File: src/rtl/dataram_copier.sv
// Block-copy initiator for the single-port dataram: moves len words from src
// to dst, one read cycle and one write cycle per word, then pulses done.
module dataram_copier #(
    parameter int DATA_WIDTH = 32,
    parameter int BUS_WIDTH  = 17,
    parameter int LEN_WIDTH  = 17
) (
    input  logic                  clk,
    input  logic                  reset,
    input  logic                  start,
    input  logic [BUS_WIDTH-1:0]  src,
    input  logic [BUS_WIDTH-1:0]  dst,
    input  logic [LEN_WIDTH-1:0]  len,
    output logic                  busy,
    output logic                  done,
    output logic                  memwrite,
    output logic [BUS_WIDTH-1:0]  adr,
    output logic [DATA_WIDTH-1:0] writedata,
    input  logic [DATA_WIDTH-1:0] readdata
);

    localparam logic [1:0] S_IDLE  = 2'd0;
    localparam logic [1:0] S_READ  = 2'd1;
    localparam logic [1:0] S_WRITE = 2'd2;
    localparam logic [1:0] S_DONE  = 2'd3;

    logic [1:0]            r_state;
    logic [BUS_WIDTH-1:0]  r_src_ptr;
    logic [BUS_WIDTH-1:0]  r_dst_ptr;
    logic [LEN_WIDTH-1:0]  r_count;
    logic [DATA_WIDTH-1:0] r_buffer;
    logic                  w_last_word;

    assign w_last_word = (r_count == LEN_WIDTH'(1));

    // NOTE: non-blocking assignments so every register samples pre-edge values.
    always_ff @(posedge clk) begin
        if (reset) begin
            r_state   <= S_IDLE;
            r_src_ptr <= '0;
            r_dst_ptr <= '0;
            r_count   <= '0;
            r_buffer  <= '0;
        end else begin
            case (r_state)
                S_IDLE: begin
                    if (start) begin
                        if (len != '0) begin
                            r_src_ptr <= src;
                            r_dst_ptr <= dst;
                            r_count   <= len;
                            r_state   <= S_READ;
                        end else begin
                            r_state   <= S_DONE;
                        end
                    end
                end
                S_READ: begin
                    r_buffer <= readdata;
                    r_state  <= S_WRITE;
                end
                S_WRITE: begin
                    // Pointers wrap modulo 2^BUS_WIDTH by natural truncation.
                    r_src_ptr <= r_src_ptr + 1'b1;
                    r_dst_ptr <= r_dst_ptr + 1'b1;
                    r_count   <= r_count - 1'b1;
                    r_state   <= w_last_word ? S_DONE : S_READ;
                end
                default: begin
                    r_state <= S_IDLE;
                end
            endcase
        end
    end

    // NOTE: every output gets a default first, so no latch can be inferred.
    always_comb begin
        busy      = 1'b0;
        done      = 1'b0;
        memwrite  = 1'b0;
        adr       = '0;
        writedata = r_buffer;
        case (r_state)
            S_READ: begin
                busy = 1'b1;
                adr  = r_src_ptr;
            end
            S_WRITE: begin
                busy     = 1'b1;
                memwrite = 1'b1;
                adr      = r_dst_ptr;
            end
            S_DONE: begin
                done = 1'b1;
            end
            default: begin
                busy = 1'b0;
            end
        endcase
    end

endmodule
File: config.mk
export PLATFORM = sky130hd
export DESIGN_NAME = dataram_copier
export DESIGN_NICKNAME = d
export VERILOG_FILES = /design/src/rtl/dataram_copier.sv
export SDC_FILE = /design/constraint.sdc
export NUM_CORES = 1
export LEC_CHECK = 0
export CAP_MARGIN = 10
export CORE_MARGIN = 2
export CORE_UTILIZATION = 48
export CTS_CLUSTER_SIZE = 24
export DETAILED_ROUTE_END_ITERATION = 8
export GPL_TIMING_DRIVEN = 0
export PLACE_DENSITY = 0.77
export SYNTH_ARGS = -nofsm -noshare
export SYNTH_HDL_FRONTEND = slang
export SYNTH_SLANG_ARGS = --single-unit
File: constraint.sdc
create_clock -name clk -period 2.6 [get_ports clk]
set_input_delay 0.52 -clock clk [delete_from_list [all_inputs] [get_ports clk]]
set_output_delay 0.52 -clock clk [all_outputs]
set_load 0.02 [all_outputs]
; ---- After elaboration in Yosys (flattened, before gate mapping)
; Index checks and enable logic that the tools add are counted.
[word_totals]
input_bits = 86
output_inout_bits = 52
wordCells = 36
regBits = 85
[op_classes]
mux = 17
add_sub_neg = 3
n_reduce_logical = 5
eq_ne = 6
[ops]
columns = operator, n
row1 = $pmux W17 S2, 4
row2 = $mux W17, 6
row3 = $add A17 B1 Y17 const B, 2
row4 = $eq A17 B1 Y1 const B, 1
row5 = $reduce_bool A17 Y1, 1
row6 = $sub A17 B1 Y17 const B, 1
row7 = $mux W2, 3
row8 = $pmux W2 S3, 1
row9 = $eq A2 B2 Y1 const B, 2
row10 = $ne A2 B2 Y1 const B, 2
row11 = $mux W1, 3
row12 = $reduce_and A3 Y1, 1
row13 = $eq A2 B1 Y1 const B, 1
row14 = $logic_not A2 Y1, 1
row15 = $reduce_bool A2 Y1, 1
row16 = $reduce_or A2 Y1, 1

; ---- Depth between registers and ports, before layout
[depth]
ltp_word = 4
mapped_depth = 9
ltp_nobuf = 7

; ---- Worst setup path after synthesis
; OpenSTA, ideal clock, no wires.
[synth_path]
path_kind = register to output
start = register r_state[0]
end = output adr[0]
t_required_ps = 2080
path_buffers = 2
arrival_ps = 1774
path_stages_with_launch = 7
setup_slack_ps = 306
cell_sequence = dfxtp_1 -> inv_1 -> ha_1 -> clkbuf_1 -> clkbuf_1 -> a22oi_1 -> nor2b_1
[synth_between]
elab_chain_cells = 2
elab_cells_between_ends = 3
cone_classes = 2 x eq/ne / 1 x mux
[synth_lines]
columns = element, line_no
row1 = from (decl), 27  ; logic [1:0] r_state;
row2 = from (signal assigned), 67  ; r_state <= w_last_word ? S_DONE : S_READ;
row3 = $eq A2 B2 Y1 / $eq A2 B1 Y1 (equally long branches), 83  ; case (r_state)
row4 = $pmux W17 S2 *, 83
row5 = to (decl), 17  ; output logic [BUS_WIDTH-1:0] adr,
; Every way passes the cells marked *; elsewhere a longest branch is shown, timed or not.

; ---- Worst setup path in the final report
[layout_path]
start = register r_state[1]
end = output adr[9]
; The elaborated chain is that of the path after synthesis.

==> reports/results.ini <==
[logic_synthesis]
synth_flop_cell=dfxtp_1
yosysWarningCount=0
ys_types=55
syn_nets=690
ys_seq_elements=85
synth_top_family_by_area=compound AO/OA/AOI/OAI gates
synth-simple-area-share_pct=23.23
synth-async-reset-ratio_pct=0
syn_area_per_cell_um2=7.933
synthCells=596
synth_edf_count=0
syn_area_mm2=0.004728
synthMuxAreaShare_pct=7.912
ys_seq_area_share_pct=35.99
synthAdderAreaFrac_pct=2.117
synth_compound_area_share_pct=25.62
synthXorXnorAreaFrac_pct=0

[floorplanning]
coreArea_mm2=0.009684
die-area_mm2=0.01066
die_y_um=103.3
initial_core_util_pct=48.82
dieWidth_um=103.3
io_pins=138
std_cell_rows=36

[placed_design]
portBuffers=137
hpwl_um=12570
gp_congestion=0.9617
place_inst=866

[global_routing]
antenna_found_initial=0
grt_max_degree=17
grtUsageTotal_pct=32.05
grt.overflow.total=0
grt_pass1_wl_um=26250
grt_pass1_vias=5252

[final_layout]
layout_commonest_cell=clkdlybuf4s50_1
syn2layout_area_growth_pct=37.79
drive_above_1_share_pct=8.556
fin_cells=881
layout_common_cells=clkdlybuf4s50_1, dfxtp_1, a21oi_1, nor2_1, nand2_1
fill_cells=838
n_antenna_cell=0
finalNetCount=837

[drt]
firstDrtPassIters=7
viasPerCell=6.117
ant_nets=0
drt_iter0_markers=524
avgRoutedWirePerCell_um=19.85
vias=5389
drc=0
finalWirelength_um=17490

[timing]
relSlewSlack_pct=49.84
final.setup.tns_ns=0
grt_setup_unrepaired=true
finalMaxSlewViolations=0
fmax_mhz=387.4
setup_viol=0
hold_viol_final=0
min_period_ns=2.582
worst_pin_slew_ns=0.7524
fin_crit_sh_pct=99.29
fin_skew_ns=0.01293

[worst_setup_path]
reg2reg_from=r_state[0]$_SDFFE_PP0P_
critPathRequiredTime_ns=2.08
worstPathArrival_ns=2.06
critPathMaxStageDelay_ns=0.48
cpMaxStageDelayCell=ha_2
rrSetupSlack_ns=0.14
worst_setup_path_start_kind=flip-flop
r2r_cells=9
crit_path_end_kind=output pin
worstReg2RegEnd=r_count[0]$_SDFFE_PP0P_
crit_type=reg2out
critPathMaxFanout=10
crit_start=r_state[1]$_SDFFE_PP0P_
path_cells=inv_1 > ha_2 > clkbuf_4 > nor2b_1 > dlygate4sd2_1

[clocking]
cts_buffer_depth=2
post_cts_buffers=0
clkLatencyLatePin_ns=0.37
clkTransAtPathRegs_ns=0.10
h-tree-depth=3
cts_root_buf=clkbuf_8
cts_buffers=9
cts_tree=yes
hold_buffers=0
cts.sinks=85

[power_and_ir_drop]
ir_drop_v=0.0003077
switching_share_pct=36.07
fin_total_pwr_mw=3.638
clock_power_share_pct=26.0
p_switching_mw=1.312
combPwrFrac_pct=31.0
pwr-share-seq_pct=43.0
p_leak_nw=2.208
p_int_mw=2.325
powerDensity_mw_per_mm2=558.4

[hold_path]
hold_depth=2
hold_path_class=reg2reg
min_to=r_count[11]$_SDFFE_PP0P_
holdCritStartpoint=r_count[11]$_SDFFE_PP0P_

[outcome]
status=finished, final reports clean

[flow_run]
max-cap-violations=0

-- state kept, by name, summed over array words and instances, names as in the netlist --
register   count
r_count       17
writedata     32
r_src_ptr     17
r_state        2
r_dst_ptr     17
-- stage by stage --
stage          setup slack (ns)  hold slack, ns  cell area (µm²)  util [%]
6_report                0.01837          0.4866             6515     67.27
5_1_grt                -0.05145          0.5060             6515     67.27
2_1_floorplan            0.3061          0.4438             4728         -
3_5_place_dp            -0.5577          0.4653             6266     64.70
4_1_cts                0.005779          0.4796             6515     67.27
3_3_place_gp            -0.4611          0.4595             6266     64.70
-- cell usage after synthesis (all sizes together) (2+ instances only) --
library cell   n  area share (%)
a211o          2            0.37
a211oi        17             2.7
a21boi         4            0.64
a21o           2            0.32
a21oi         59             6.2
a221oi         3            0.56
a22oi         14             2.2
a31oi          4            0.53
and3           7            0.93
buf           14             1.5
clkbuf        34             2.7
dfxtp         85              36
ha             8             2.1
inv           11            0.87
mux2           3            0.71
mux2i         34             7.2
nand2         49             3.9
nand2b        10             1.3
nand3         20             2.1
nand4          8             1.1
nor2          51             4.0
nor2b         22             2.9
nor3          16             1.8
nor4          13             2.0
o21a           4            0.64
o21ai         42             4.4
o22ai          8             1.1
o2bb2ai        7             1.3
o31a           2            0.37
o31ai          5            0.90
o32ai         11             2.2
or2            4            0.53
or3            4            0.53
or4            6             1.0
-- cell type report --
class                           count  area, µm²  share of cell area [%]
Buffer                             47      252.7                   3.879
Clock inverter                      6      53.80                  0.8258
Inverter                           12      45.04                  0.6914
Multi-Input combinational cell    451       2791                   42.85
Timing Repair Buffer              137       1365                   20.95
Clock buffer                       10      137.6                   2.113
Sequential cell                    85       1703                   26.14
Tap cell                          133      166.4                   2.554
-- logic make-up after synthesis --
kind of cell | count (synthesis)
AND/OR/NAND/NOR | 216
AO/OA/AOI/OAI | 190
flip-flops | 85
buffers and inverters | 60
multiplexers | 37
adder cells (fa/ha/maj) | 8
-- power groups by stage --
stage | clock network, mW | registers [mW] | logic (mW)
detailed placement | 0 | 1.58 | 1.08
global route | 0.990 | 1.58 | 1.20
finish | 0.948 | 1.56 | 1.13
floorplan | 0 | 1.60 | 0.602
global placement | 0 | 1.58 | 1.06
CTS | 0.946 | 1.56 | 1.10
-- critical path: cells and delay by family, from the launching register on --
family | cells | cell delay [ns]
buf+inv | 3 | 0.70
fa+ha+maj | 1 | 0.48
flops | 1 | 0.38
simple gates | 1 | 0.14
-- worst max path at each step --
stage,end,slack [ns],cells past startpoint
after global routing,adr[9],-0.05,5
after detailed placement,adr[8],-0.56,7
after global placement,adr[8],-0.46,7
after CTS,adr[8],0.006,7
after floorplan,adr[0],0.31,6
final,adr[9],0.02,5
-- what timing repair did --
action	CTS	global route
endpoints found under the hold margin	0	0
resized for setup	59	15
setup endpoints to repair	19	46
-- per-layer routing --
layer,GRT usage [%],routed length [µm],vias to the layer above,share of wire (%)
li1,-,-,2480,-
met1,40.55,6995,2501,40
met2,51.85,8104,344,46
met3,5.780,1703,64,9.7
met4,17.61,682,0,3.9
met5,0,0,-,0
(Power assumes the default switching activity.)
